--- src/rtl/parammod_arb_pkg.sv ---
// ---------------------------------------------------------------------------
// parammod_arb_pkg
//
// Purpose:
//   Shared types and helpers for the stream arbiter slice.
//   - arb_state_e : packet-lock state of the arbiter.
//   - rot_first   : rotating first-set search used by the round-robin picker.
//
// The search helper works on a fixed maximum width so one function serves
// every channel count. Callers zero-extend their request mask, so bits above
// the real channel count never win and the 64-wide wrap behaves like a wrap
// at the real channel count.
// ---------------------------------------------------------------------------
package parammod_arb_pkg;

    typedef enum logic {
        ARB_IDLE   = 1'b0,
        ARB_LOCKED = 1'b1
    } arb_state_e;

    // Largest channel count the rotating search supports, and its index width.
    localparam int ARB_MAX_IN = 64;
    localparam int ARB_MAX_W  = 6;

    // Returns the first set bit of mask at or after start, wrapping to bit 0.
    // Returns start when mask is empty; callers qualify with |mask.
    function automatic logic [ARB_MAX_W-1:0] rot_first(
        input logic [ARB_MAX_IN-1:0] mask,
        input logic [ARB_MAX_W-1:0]  start
    );
        logic [ARB_MAX_W-1:0] pos;
        logic [ARB_MAX_W-1:0] sel;
        logic                 found;
        sel   = start;
        found = 1'b0;
        for (int i = 0; i < ARB_MAX_IN; i++) begin
            // 6-bit addition wraps modulo 64 on its own.
            pos = start + ARB_MAX_W'(i);
            if (!found && mask[pos]) begin
                sel   = pos;
                found = 1'b1;
            end
        end
        return sel;
    endfunction

endpackage

--- src/rtl/arb_pick.sv ---
// ---------------------------------------------------------------------------
// arb_pick
//
// Purpose:
//   Combinational winner selection for the stream arbiter.
//   RR=1 : first requesting channel scanning ptr, ptr+1, ... with wrap.
//   RR=0 : fixed priority, lowest index (MSB=0) or highest index (MSB=1).
//
// Ports:
//   mask   in   IN      requesting channels (already filtered by any lock)
//   ptr    in   IDX_W   round-robin start position (ignored when RR=0)
//   grant  out  IN      one-hot winner, zero when mask is empty
//   idx    out  IDX_W   winner index (don't care when any=0)
//   any    out  1       at least one channel requests
//
// Supports up to ARB_MAX_IN channels.
// ---------------------------------------------------------------------------
module arb_pick
    import parammod_arb_pkg::*;
#(
    parameter int IN    = 4,
    parameter int RR    = 1,
    parameter int MSB   = 0,
    parameter int IDX_W = (IN > 1) ? $clog2(IN) : 1
) (
    input  logic [IN-1:0]    mask,
    input  logic [IDX_W-1:0] ptr,
    output logic [IN-1:0]    grant,
    output logic [IDX_W-1:0] idx,
    output logic             any
);

    logic [ARB_MAX_IN-1:0] wide_mask;
    logic [ARB_MAX_W-1:0]  sel;

    // Winner search. Fixed priority walks the channels so that the last
    // assignment made is the preferred one: ascending for highest-wins,
    // descending for lowest-wins.
    always_comb begin
        wide_mask          = '0;
        wide_mask[IN-1:0]  = mask;
        sel                = '0;
        if (RR != 0) begin
            sel = rot_first(wide_mask, ARB_MAX_W'(ptr));
        end else if (MSB != 0) begin
            for (int i = 0; i < IN; i++) begin
                if (mask[i]) begin
                    sel = ARB_MAX_W'(i);
                end
            end
        end else begin
            for (int i = IN - 1; i >= 0; i--) begin
                if (mask[i]) begin
                    sel = ARB_MAX_W'(i);
                end
            end
        end

        any = |mask;
        idx = IDX_W'(sel);

        grant = '0;
        for (int i = 0; i < IN; i++) begin
            grant[i] = any && (sel == ARB_MAX_W'(i));
        end
    end

endmodule

--- src/rtl/stream_arbiter.sv ---
// ---------------------------------------------------------------------------
// stream_arbiter
//
// Purpose:
//   Registered N:1 stream selector with per-channel valid/ready, a one-entry
//   output register, round-robin or fixed priority, and optional packet
//   locking (the winner keeps the grant until its in_last beat is accepted).
//
// Ports:
//   clk        in   1          clock, all state on rising edge
//   reset      in   1          synchronous, active-high reset
//   in_valid   in   IN         channel k holds a beat
//   in_data    in   IN*DATA    per-channel payloads
//   in_last    in   IN         last beat of packet (only used when LOCK=1)
//   in_ready   out  IN         beat of channel k accepted this cycle
//   out_valid  out  1          output register holds a beat
//   out_data   out  DATA       registered payload
//   out_idx    out  IDX_W      source channel of the registered beat
//   out_last   out  1          registered in_last (0 when LOCK=0)
//   out_ready  in   1          consumer accepts the registered beat
//
// in_ready is combinational from in_valid, out_ready and reset; producers
// must not make in_valid depend on in_ready.
// ---------------------------------------------------------------------------
module stream_arbiter
    import parammod_arb_pkg::*;
#(
    parameter int DATA  = 8,
    parameter int IN    = 4,
    parameter int RR    = 1,
    parameter int MSB   = 0,
    parameter int LOCK  = 0,
    parameter int IDX_W = (IN > 1) ? $clog2(IN) : 1
) (
    input  logic                     clk,
    input  logic                     reset,
    input  logic [IN-1:0]            in_valid,
    input  logic [IN-1:0][DATA-1:0]  in_data,
    input  logic [IN-1:0]            in_last,
    output logic [IN-1:0]            in_ready,
    output logic                     out_valid,
    output logic [DATA-1:0]          out_data,
    output logic [IDX_W-1:0]         out_idx,
    output logic                     out_last,
    input  logic                     out_ready
);

    arb_state_e       state;
    logic [IDX_W-1:0] lock_idx;
    logic [IDX_W-1:0] rr_ptr;

    logic [IN-1:0]    req_mask;
    logic [IN-1:0]    grant;
    logic [IDX_W-1:0] pick_idx;
    logic             pick_any;
    logic             load;
    logic             accept;
    logic             pick_last;
    logic             ends_arb;

    // While a packet is locked only the owning channel may request; if it
    // has a gap, nobody is granted rather than letting another channel in.
    always_comb begin
        req_mask = in_valid;
        if ((LOCK != 0) && (state == ARB_LOCKED)) begin
            for (int i = 0; i < IN; i++) begin
                req_mask[i] = in_valid[i] && (lock_idx == IDX_W'(i));
            end
        end
    end

    arb_pick #(
        .IN    (IN),
        .RR    (RR),
        .MSB   (MSB),
        .IDX_W (IDX_W)
    ) u_pick (
        .mask  (req_mask),
        .ptr   (rr_ptr),
        .grant (grant),
        .idx   (pick_idx),
        .any   (pick_any)
    );

    // The output register can take a new beat when it is empty or being
    // drained this cycle. Reset suppresses all handshakes so nothing is
    // consumed from producers while the arbiter is held in reset.
    always_comb begin
        load      = !out_valid || out_ready;
        in_ready  = (load && !reset) ? grant : '0;
        accept    = load && !reset && pick_any;
        pick_last = (LOCK != 0) ? in_last[pick_idx] : 1'b0;
        // Without locking every beat closes its own arbitration round.
        ends_arb  = (LOCK == 0) || pick_last;
    end

    // Output register, round-robin pointer and packet-lock FSM. The pointer
    // moves past the winner only when its arbitration round ends, so a
    // locked packet does not rotate priority on every beat.
    always_ff @(posedge clk) begin
        if (reset) begin
            out_valid <= 1'b0;
            out_data  <= '0;
            out_idx   <= '0;
            out_last  <= 1'b0;
            rr_ptr    <= '0;
            state     <= ARB_IDLE;
            lock_idx  <= '0;
        end else begin
            if (load) begin
                out_valid <= accept;
                if (accept) begin
                    out_data <= in_data[pick_idx];
                    out_idx  <= pick_idx;
                    out_last <= pick_last;
                end
            end

            if (accept && ends_arb && (RR != 0)) begin
                rr_ptr <= (pick_idx == IDX_W'(IN - 1)) ? '0 : pick_idx + 1'b1;
            end

            if ((LOCK != 0) && accept) begin
                case (state)
                    ARB_IDLE: begin
                        if (!pick_last) begin
                            state    <= ARB_LOCKED;
                            lock_idx <= pick_idx;
                        end
                    end
                    ARB_LOCKED: begin
                        if (pick_last) begin
                            state <= ARB_IDLE;
                        end
                    end
                    default: state <= ARB_IDLE;
                endcase
            end
        end
    end

endmodule

--- config.mk ---
export PLATFORM = sky130hd
export DESIGN_NAME = stream_arbiter
export DESIGN_NICKNAME = d
export VERILOG_FILES = /design/src/rtl/parammod_arb_pkg.sv /design/src/rtl/arb_pick.sv /design/src/rtl/stream_arbiter.sv
export SDC_FILE = /design/constraint.sdc
export NUM_CORES = 1
export LEC_CHECK = 0
export ABC_CLOCK_PERIOD_IN_PS = 8900
export CAP_MARGIN = 20
export CORE_ASPECT_RATIO = 0.6
export CORE_MARGIN = 2
export CORE_UTILIZATION = 50
export DETAILED_ROUTE_END_ITERATION = 16
export PLACE_DENSITY = 0.87
export SLEW_MARGIN = 20
export SYNTH_ARGS = -nofsm -noshare
export SYNTH_HDL_FRONTEND = slang
export SYNTH_SLANG_ARGS = --single-unit
--- constraint.sdc ---
create_clock -name clk -period 8.9 [get_ports clk]
set_clock_uncertainty 0.2 [all_clocks]
set_input_delay 1.78 -clock clk [delete_from_list [all_inputs] [get_ports clk]]
set_output_delay 1.78 -clock clk [all_outputs]
set_load 0.005 [all_outputs]
==> impl_metrics.toml, run 1 <==
[sta]
finalSetupTns_ns = 0
finalSetupViolCount = 0
slew_headroom = 0.299
fin_crit_ns = 7.16
max_slew.worst_pin.slew_ns = 1.04
drv_slew = 0
period_share = 0.804
hold_viol = 0
fmaxAchievable_ghz = 0.140
rsz0062_at_grt = "false"

[detailed_routing]
drc = 0
via_per_inst = 6.36
finalWirelength_mm = 5.15
wl_per_cell_um = 16.7
drt-initial-drc-count = 329
first_pass_iters = 5
vias = 1959
ant_nets = 0

[grt]
grt_overflow = 0
antenna_found_initial = 0
grt.total_usage = 0.264
grt_max_degree = 48
grt_pass1_wl_mm = 8.34
grt_pass1_vias = 1685

[floorplanning]
start_util = 0.532
dieWidth_um = 80.5
die_h_um = 49.9
dieArea_sq_um = 4020
io_pins = 59
coreArea_sq_um = 3300
std_cell_rows = 16

[pwr]
peakVddDrop_uv = 233
pwr_density_cell_nw_per_um2 = 312
p_leak_nw = 0.752

[worst_setup_path]
endpoint_kind = "output pin"
cp_slowest_stage_delay_ns = 0.93
regToRegStartpoint = "rr_ptr[0]$_SDFFE_PP0P_"
endpoint = "in_ready[3]"
rr_endpoint = "out_data[5]$_SDFFE_PP0P_"
path_common_cell = "clkdlybuf4s50_1"
startpoint_type = "primary input"
ff2ff_path_depth = 8
reg2reg_slack_ns = 4.82
cp-startpoint = "in_valid[1]"
critical_path_class = "primary input to output pin"
cp_max_fo = 19
cp_cell_sequence = "clkdlybuf4s50_1, mux4_2, nor4_4, nor3_1, or2_4, inv_2, ha_1, and2_1, clkdlybuf4s50_1"
required_ns = 6.92
crit_slowest_cell = "nor4_4"
arrival_ns = 5.18

[clock_network]
cts_sinks = 13
cts_root_buffer = "clkbuf_8"
clockBufferDepth = 2
tritoncts = "done"
cts_resized = 0
post-cts-setup-buffers = 0
clk_pin_slew_ns = 0.06
cts_buffers = 3
clock_latency_ns = 0.24
cts_hold_buf = 0
htreeDepth = 1

[yosys]
synth.distinct_cells = 51
synthCells = 227
synth_fp_nets = 273
synth.avg_cell_area_sq_um = 7.74
syn_area_sq_um = 1760
yosysSeqAreaShare = 0.148
synth_edf_count = 0
synth_seq_cells = 13
async_reset_ff_frac = 0
ys.flop_type = "dfxtp_1"
yosys_warnings = 0

[cells_and_area]
diodes = 0
finalNonFillerCells = 308
final_cell_mix = "clkdlybuf4s50_1 (53), nand2_1 (51), a21oi_1 (19), a211oi_1 (16), a311oi_1 (16)"
drive_above_1_share = 0.106
final_nets = 310
mostFrequentLayoutCell = "clkdlybuf4s50_1"
syn_to_final_growth_pct = 27.8

[min_path]
min_path_type = "flip-flop to flip-flop"
min_path_cells = 2

[outcome]
status = "finished clean"

[placement]
place_hpwl_mm = 3.68
gp_congestion = 0.848
place_inst = 304
io_buffers = 53

[job]
max-cap-violations = 0
==> worst min-delay path by stage <==
stage | endpoint | start
6_report | out_idx[0]$_SDFFE_PP0P_ | out_idx[0]$_SDFFE_PP0P_
5_1_grt | out_idx[0]$_SDFFE_PP0P_ | out_idx[0]$_SDFFE_PP0P_
4_1_cts | out_idx[0]$_SDFFE_PP0P_ | out_idx[0]$_SDFFE_PP0P_
3_5_place_dp | out_idx[0]$_SDFFE_PP0P_ | out_idx[0]$_SDFFE_PP0P_
3_3_place_gp | out_idx[0]$_SDFFE_PP0P_ | out_idx[0]$_SDFFE_PP0P_
2_1_floorplan | out_idx[0]$_SDFFE_PP0P_ | out_idx[0]$_SDFFE_PP0P_
==> worst max-delay path: cells and delay by family <==
kind,cells,cell delay (ns)
and+or+nand+nor,4,1.49
buffers and inverters,3,1.12
muxes,1,0.64
adders and majority gates,1,0.13
==> kinds of logic after synthesis <==
logic type	Yosys count	synth area share
other	1	0.00213
buffers and inverters	28	0.100
adder cells (fa/ha/maj)	3	0.0214
XOR/XNOR	1	0.00499
flip-flops	13	0.148
multiplexers	8	0.0598
AND/OR/NAND/NOR	99	0.298
AO/OA/AOI/OAI	74	0.365
==> synthesized netlist by cell type, types with 3 or more instances <==
cell type,number,area (sq um)
a211oi_1,16,120
a21oi_1,19,95.1
a311oi_1,16,140
and2_1,3,18.8
buf_2,3,15.0
buf_4,4,30.0
buf_6,7,78.8
clkbuf_1,9,33.8
dfxtp_1,13,260
ha_1,3,37.5
inv_1,3,11.3
mux2i_1,6,60.1
nand2_1,51,191
nand2b_1,9,56.3
nand3b_1,9,67.6
nor2_1,6,22.5
nor3_1,4,20.0
o221ai_2,8,120
==> per-layer routing <==
metal | track usage | wire, um | share of wire
met5 | 0 | 0 | 0
met4 | 0.0452 | 40 | 0.0078
met3 | 0.0659 | 532 | 0.10
met2 | 0.379 | 2140 | 0.42
met1 | 0.397 | 2440 | 0.47
==> final cells by class <==
cell class,count,area [sq um]
Clock buffer,4,45.0
Fill cell,284,1060
Inverter,5,18.8
Multi-Input combinational cell,186,1320
Sequential cell,13,260
Tap cell,45,56.3
Timing Repair Buffer,55,546
==> metrics by stage <==
stage	setup WS (ns)	instance area, sq um	power (mW)	hold slack, ns	utilization
floorplan	3.23	1760	0.516	0.253	-
global placement	1.80	2200	0.623	0.261	0.666
detailed placement	1.79	2200	0.633	0.267	0.666
CTS	1.77	2250	0.691	0.278	0.680
global route	1.52	2250	0.754	0.286	0.680
finish	1.74	2250	0.700	0.275	0.680
==> where the power goes <==
| part | leakage (nW) | total, mW | switching, mW | internal, mW |
|---|---|---|---|---|
| combinational | 0.621 | 0.553 | 0.324 | 0.228 |
| sequential | 0.108 | 0.0937 | 0.0149 | 0.0788 |
| clock | 0.0228 | 0.0530 | 0.0214 | 0.0316 |
==> flip-flops by register name (all words and copies together) (netlist names) <==
name,flops
out_data,8
out_idx,2
rr_ptr,2
out_valid,1
(Power assumes the default switching activity.)
==> inputs of run 2 (changes only) <==
ABC_CLOCK_PERIOD_IN_PS = 5800   (was 8900)
CORE_UTILIZATION = 42   (was 50)
PLACE_DENSITY = 0.77   (was 0.87)
clock period = 5.8 ns   (was 8.9 ns; I/O delays follow)
==> impl_metrics.toml, run 2 (synthesis gave the netlist of run 1 again) <==
[pwr]
p_comb_frac = 0.787
clockPowerShare = 0.077
p_leak_nw = 0.776
seqPwrFrac = 0.136
p_sw_frac = 0.508
p_int_mw = 0.530
pwr_density_cell_nw_per_um2 = 470
finalPower_mw = 1.08
peakVddDrop_uv = 334
p_sw_mw = 0.546

[grt]
grt_max_degree = 48
antenna_found_initial = 0
grt_pass1_wl_mm = 8.28
grt_overflow = 0
grt.total_usage = 0.221
grt_pass1_vias = 1696

[detailed_routing]
first_pass_iters = 4
drt-initial-drc-count = 207
vias = 1919
wl_per_cell_um = 16.2
finalWirelength_mm = 5.14
ant_nets = 0
via_per_inst = 6.03
drc = 0

[placement]
place_hpwl_mm = 3.77
place_inst = 314
dpl_worst_slack_ns = 0.396
io_buffers = 53
gp_congestion = 0.939
dpl_cell_area_sq_um = 2240

[floorplanning]
dieArea_sq_um = 4730
die_h_um = 54.1
dieWidth_um = 87.5
std_cell_rows = 18
coreArea_sq_um = 4050
start_util = 0.433
io_pins = 59

[outcome]
status = "finished clean"

[sta]
period_share = 0.940
fin_crit_ns = 5.45
fmaxAchievable_ghz = 0.183
slew_headroom = 0.573
max_slew.worst_pin.slew_ns = 0.639
drv_slew = 0
hold_viol = 0
worst_hold_slack_ns = 0.268
finalSetupTns_ns = 0
finalSetupViolCount = 0
rsz0062_at_grt = "false"
finalWorstSetupSlack_ns = 0.348

[worst_setup_path]
crit_family = "buffers and inverters"
required_ns = 4.44
path_common_cell = "clkdlybuf4s50_1"
cp-startpoint = "in_valid[1]"
critPathBufInv = 3
regToRegStartpoint = "rr_ptr[0]$_SDFFE_PP0P_"
arrival_ns = 4.09
cp_slowest_stage_delay_ns = 0.64
cp_cell_sequence = "clkdlybuf4s50_1, mux4_2, or4_4, a21oi_4, or2_4, inv_2, nor4_2, clkdlybuf4s50_1"
ff2ff_path_depth = 10
startpoint_type = "primary input"
cp_max_fo = 9
rr_endpoint = "out_data[6]$_SDFFE_PP0P_"
reg2reg_slack_ns = 2.14
crit_cells = 8
endpoint = "in_ready[0]"
critical_path_class = "primary input to output pin"
endpoint_kind = "output pin"
crit_slowest_cell = "mux4_2"

[min_path]
min_path_type = "flip-flop to flip-flop"
min_path_cells = 2

[cells_and_area]
finalNonFillerCells = 318
final_nets = 315
top_regs = "out_data (8), out_idx (2), rr_ptr (2)"
syn_to_final_growth_pct = 30.3
finalInstanceArea_sq_um = 2290
post-route-util = 0.565
largest_reg_flops = 8
mostFrequentLayoutCell = "clkdlybuf4s50_1"
diodes = 0
final_cell_mix = "clkdlybuf4s50_1 (53), nand2_1 (51), a21oi_1 (19), a211oi_1 (16), a311oi_1 (16)"
drive_above_1_share = 0.123
regMostFlops = "out_data"

[clock_network]
cts_buffers = 3
post-cts-setup-buffers = 0
clock_latency_ns = 0.25
htreeDepth = 1
clockBufferDepth = 2
clk_pin_slew_ns = 0.06
cts_sinks = 13
tritoncts = "done"
cts_root_buffer = "clkbuf_8"
cts_resized = 0
cts_hold_buf = 0

[job]
max-cap-violations = 0
run 2: cell types whose count changed in the layout (fill, tap and decap cells not counted):
cell | before | now
buf_4 | 2 | 7
run 2: final cells by class:
type	count	area, sq um
Clock buffer	4	45.0
Fill cell	376	1760
Inverter	5	18.8
Multi-Input combinational cell	186	1320
Sequential cell	13	260
Tap cell	50	62.6
Timing Repair Buffer	60	583
run 2: layer usage:
layer	vias to the layer above	GRT usage	share of wire
li1	942	-	-
met1	887	0.336	0.50
met2	86	0.316	0.40
met3	4	0.0521	0.095
met4	0	0.0359	0.0037
met5	-	0	0
run 2: worst min path at each step:
stage,start,to,slack [ns]
6_report,out_idx[0]$_SDFFE_PP0P_,out_idx[0]$_SDFFE_PP0P_,0.27
3_3_place_gp,out_idx[0]$_SDFFE_PP0P_,out_idx[0]$_SDFFE_PP0P_,0.25
5_1_grt,out_idx[0]$_SDFFE_PP0P_,out_idx[0]$_SDFFE_PP0P_,0.31
3_5_place_dp,out_idx[0]$_SDFFE_PP0P_,out_idx[0]$_SDFFE_PP0P_,0.26
2_1_floorplan,out_idx[0]$_SDFFE_PP0P_,out_idx[0]$_SDFFE_PP0P_,0.25
4_1_cts,out_idx[0]$_SDFFE_PP0P_,out_idx[0]$_SDFFE_PP0P_,0.27
run 2: power by group through the flow:
stage | sequential (mW) | combinational (mW) | clock, mW
4_1_cts | 0.145 | 0.837 | 0.0838
5_1_grt | 0.150 | 0.927 | 0.0857
3_3_place_gp | 0.146 | 0.817 | 0
2_1_floorplan | 0.139 | 0.653 | 0
6_report | 0.146 | 0.847 | 0.0832
3_5_place_dp | 0.145 | 0.833 | 0
run 2: tightest hold or removal path: stages (launching register included):
cell and delay, ns:
dfxtp_1 0.31, nand2_1 0.05, a21oi_1 0.05
==> inputs of run 3 (changes only) <==
CORE_UTILIZATION = 33   (was 42)
PLACE_DENSITY = unset   (was 0.77)
==> impl_metrics.toml, run 3 (synthesis gave the netlist of run 1 again) <==
[outcome]
status = "finished clean"

[detailed_routing]
drt-initial-drc-count = 122
first_pass_iters = 4
via_per_inst = 5.73
vias = 1919
wl_per_cell_um = 16.7
drc = 0
finalWirelength_mm = 5.59
ant_nets = 0

[sta]
slew_headroom = 0.602
fmaxAchievable_ghz = 0.185
period_share = 0.931
finalSetupViolCount = 0
drv_slew = 0
rsz0062_at_grt = "false"
finalSetupTns_ns = 0
hold_viol = 0
max_slew.worst_pin.slew_ns = 0.593
fin_crit_ns = 5.40

[cells_and_area]
fill_cells = 523
drive_above_1_share = 0.126
final_cell_mix = "clkdlybuf4s50_1 (53), nand2_1 (51), a21oi_1 (19), a211oi_1 (16), a311oi_1 (16)"
top_regs = "out_data (8), out_idx (2), rr_ptr (2)"
regMostFlops = "out_data"
syn_to_final_growth_pct = 31.9
mostFrequentLayoutCell = "clkdlybuf4s50_1"
final_nets = 316
ff_latch_area_sq_um = 260
largest_reg_flops = 8
post-route-util = 0.454
multi_input_area_sq_um = 1320
diodes = 0

[floorplanning]
dieArea_sq_um = 5940
std_cell_rows = 20
io_pins = 59
start_util = 0.344
die_h_um = 60.5
coreArea_sq_um = 5100
dieWidth_um = 98.2

[placement]
place_hpwl_mm = 4.08
io_buffers = 53
gp_congestion = 0.831

[worst_setup_path]
endpoint_kind = "output pin"
crit_slowest_cell = "mux4_2"
critical_path_class = "primary input to output pin"
cp_max_fo = 9
required_ns = 4.44
arrival_ns = 4.04
startpoint_type = "primary input"
cp_cell_sequence = "clkdlybuf4s50_1, mux4_2, or4_4, a21oi_4, or2_4, inv_2, nor4_2, clkdlybuf4s50_1"
cp_slowest_stage_delay_ns = 0.63
path_common_cell = "clkdlybuf4s50_1"

[clock_network]
clockBufferDepth = 2
cts_root_buffer = "clkbuf_8"
cts_resized = 0
clock_latency_ns = 0.24
cts_sinks = 13
post-cts-setup-buffers = 0
cts_hold_buf = 0
cts_buffers = 3
tritoncts = "done"
htreeDepth = 1
clk_pin_slew_ns = 0.05

[pwr]
peakVddDrop_uv = 214
p_leak_nw = 0.781
pwr_density_cell_nw_per_um2 = 471

[grt]
grt_overflow = 0
grt.total_usage = 0.185
grt_pass1_wl_mm = 8.70
antenna_found_initial = 0
grt_pass1_vias = 1644
grt_max_degree = 48

[min_path]
min_path_type = "flip-flop to flip-flop"

[job]
max-cap-violations = 0
[run 3: path summary, 6_finish.rpt]
check | startpoint | end | slack [ns] | depth (start not counted)
hold / removal | out_idx[0]$_SDFFE_PP0P_ | out_idx[0]$_SDFFE_PP0P_ | 0.27 | 2
hold reg to reg | out_idx[0]$_SDFFE_PP0P_ | out_idx[0]$_SDFFE_PP0P_ | 0.27 | 2
setup / recovery | in_valid[0] | in_ready[0] | 0.40 | 8
setup reg to reg | rr_ptr[1]$_SDFFE_PP0P_ | out_data[6]$_SDFFE_PP0P_ | 2.19 | 10
[run 3: cell type report]
type | count | area share
multi-input combinational | 186 | 0.570
timing repair buffer | 61 | 0.255
sequential | 13 | 0.112
tap | 66 | 0.0356
clock buffer | 4 | 0.0194
inverter | 5 | 0.00810
[run 3: stage by stage]
stage | worst slack [ns] | hold slack [ns] | power (mW) | cell area (sq um) | instances
2_1_floorplan | 1.19 | 0.253 | 0.792 | 1760 | 227
3_3_place_gp | 0.459 | 0.250 | 0.994 | 2270 | 331
3_5_place_dp | 0.405 | 0.254 | 1.01 | 2270 | 331
4_1_cts | 0.394 | 0.264 | 1.09 | 2320 | 335
5_1_grt | 0.228 | 0.296 | 1.18 | 2320 | 335
6_report | 0.397 | 0.267 | 1.09 | 2320 | 335
[run 3: worst max-delay path: cells and delay by family]
kind	cells	cell delay [ns]
buffers and inverters	3	1.17
multiplexers	1	0.63
AO/OA/AOI/OAI	1	0.14
AND/OR/NAND/NOR	3	0.95
[run 3: layer usage]
metal	wire (um)	global-route usage	vias up	share of wire
li1	-	-	949	-
met1	2850	0.304	878	0.51
met2	2150	0.247	88	0.39
met3	561	0.0380	4	0.10
met4	25	0.0235	0	0.0045
met5	0	0	-	0
[run 3: report_power, final]
| part | internal (mW) | switching [mW] |
|---|---|---|
| Sequential | 0.121 | 0.0256 |
| Clock | 0.0485 | 0.0320 |
| Combinational | 0.363 | 0.502 |
| Total | 0.533 | 0.560 |
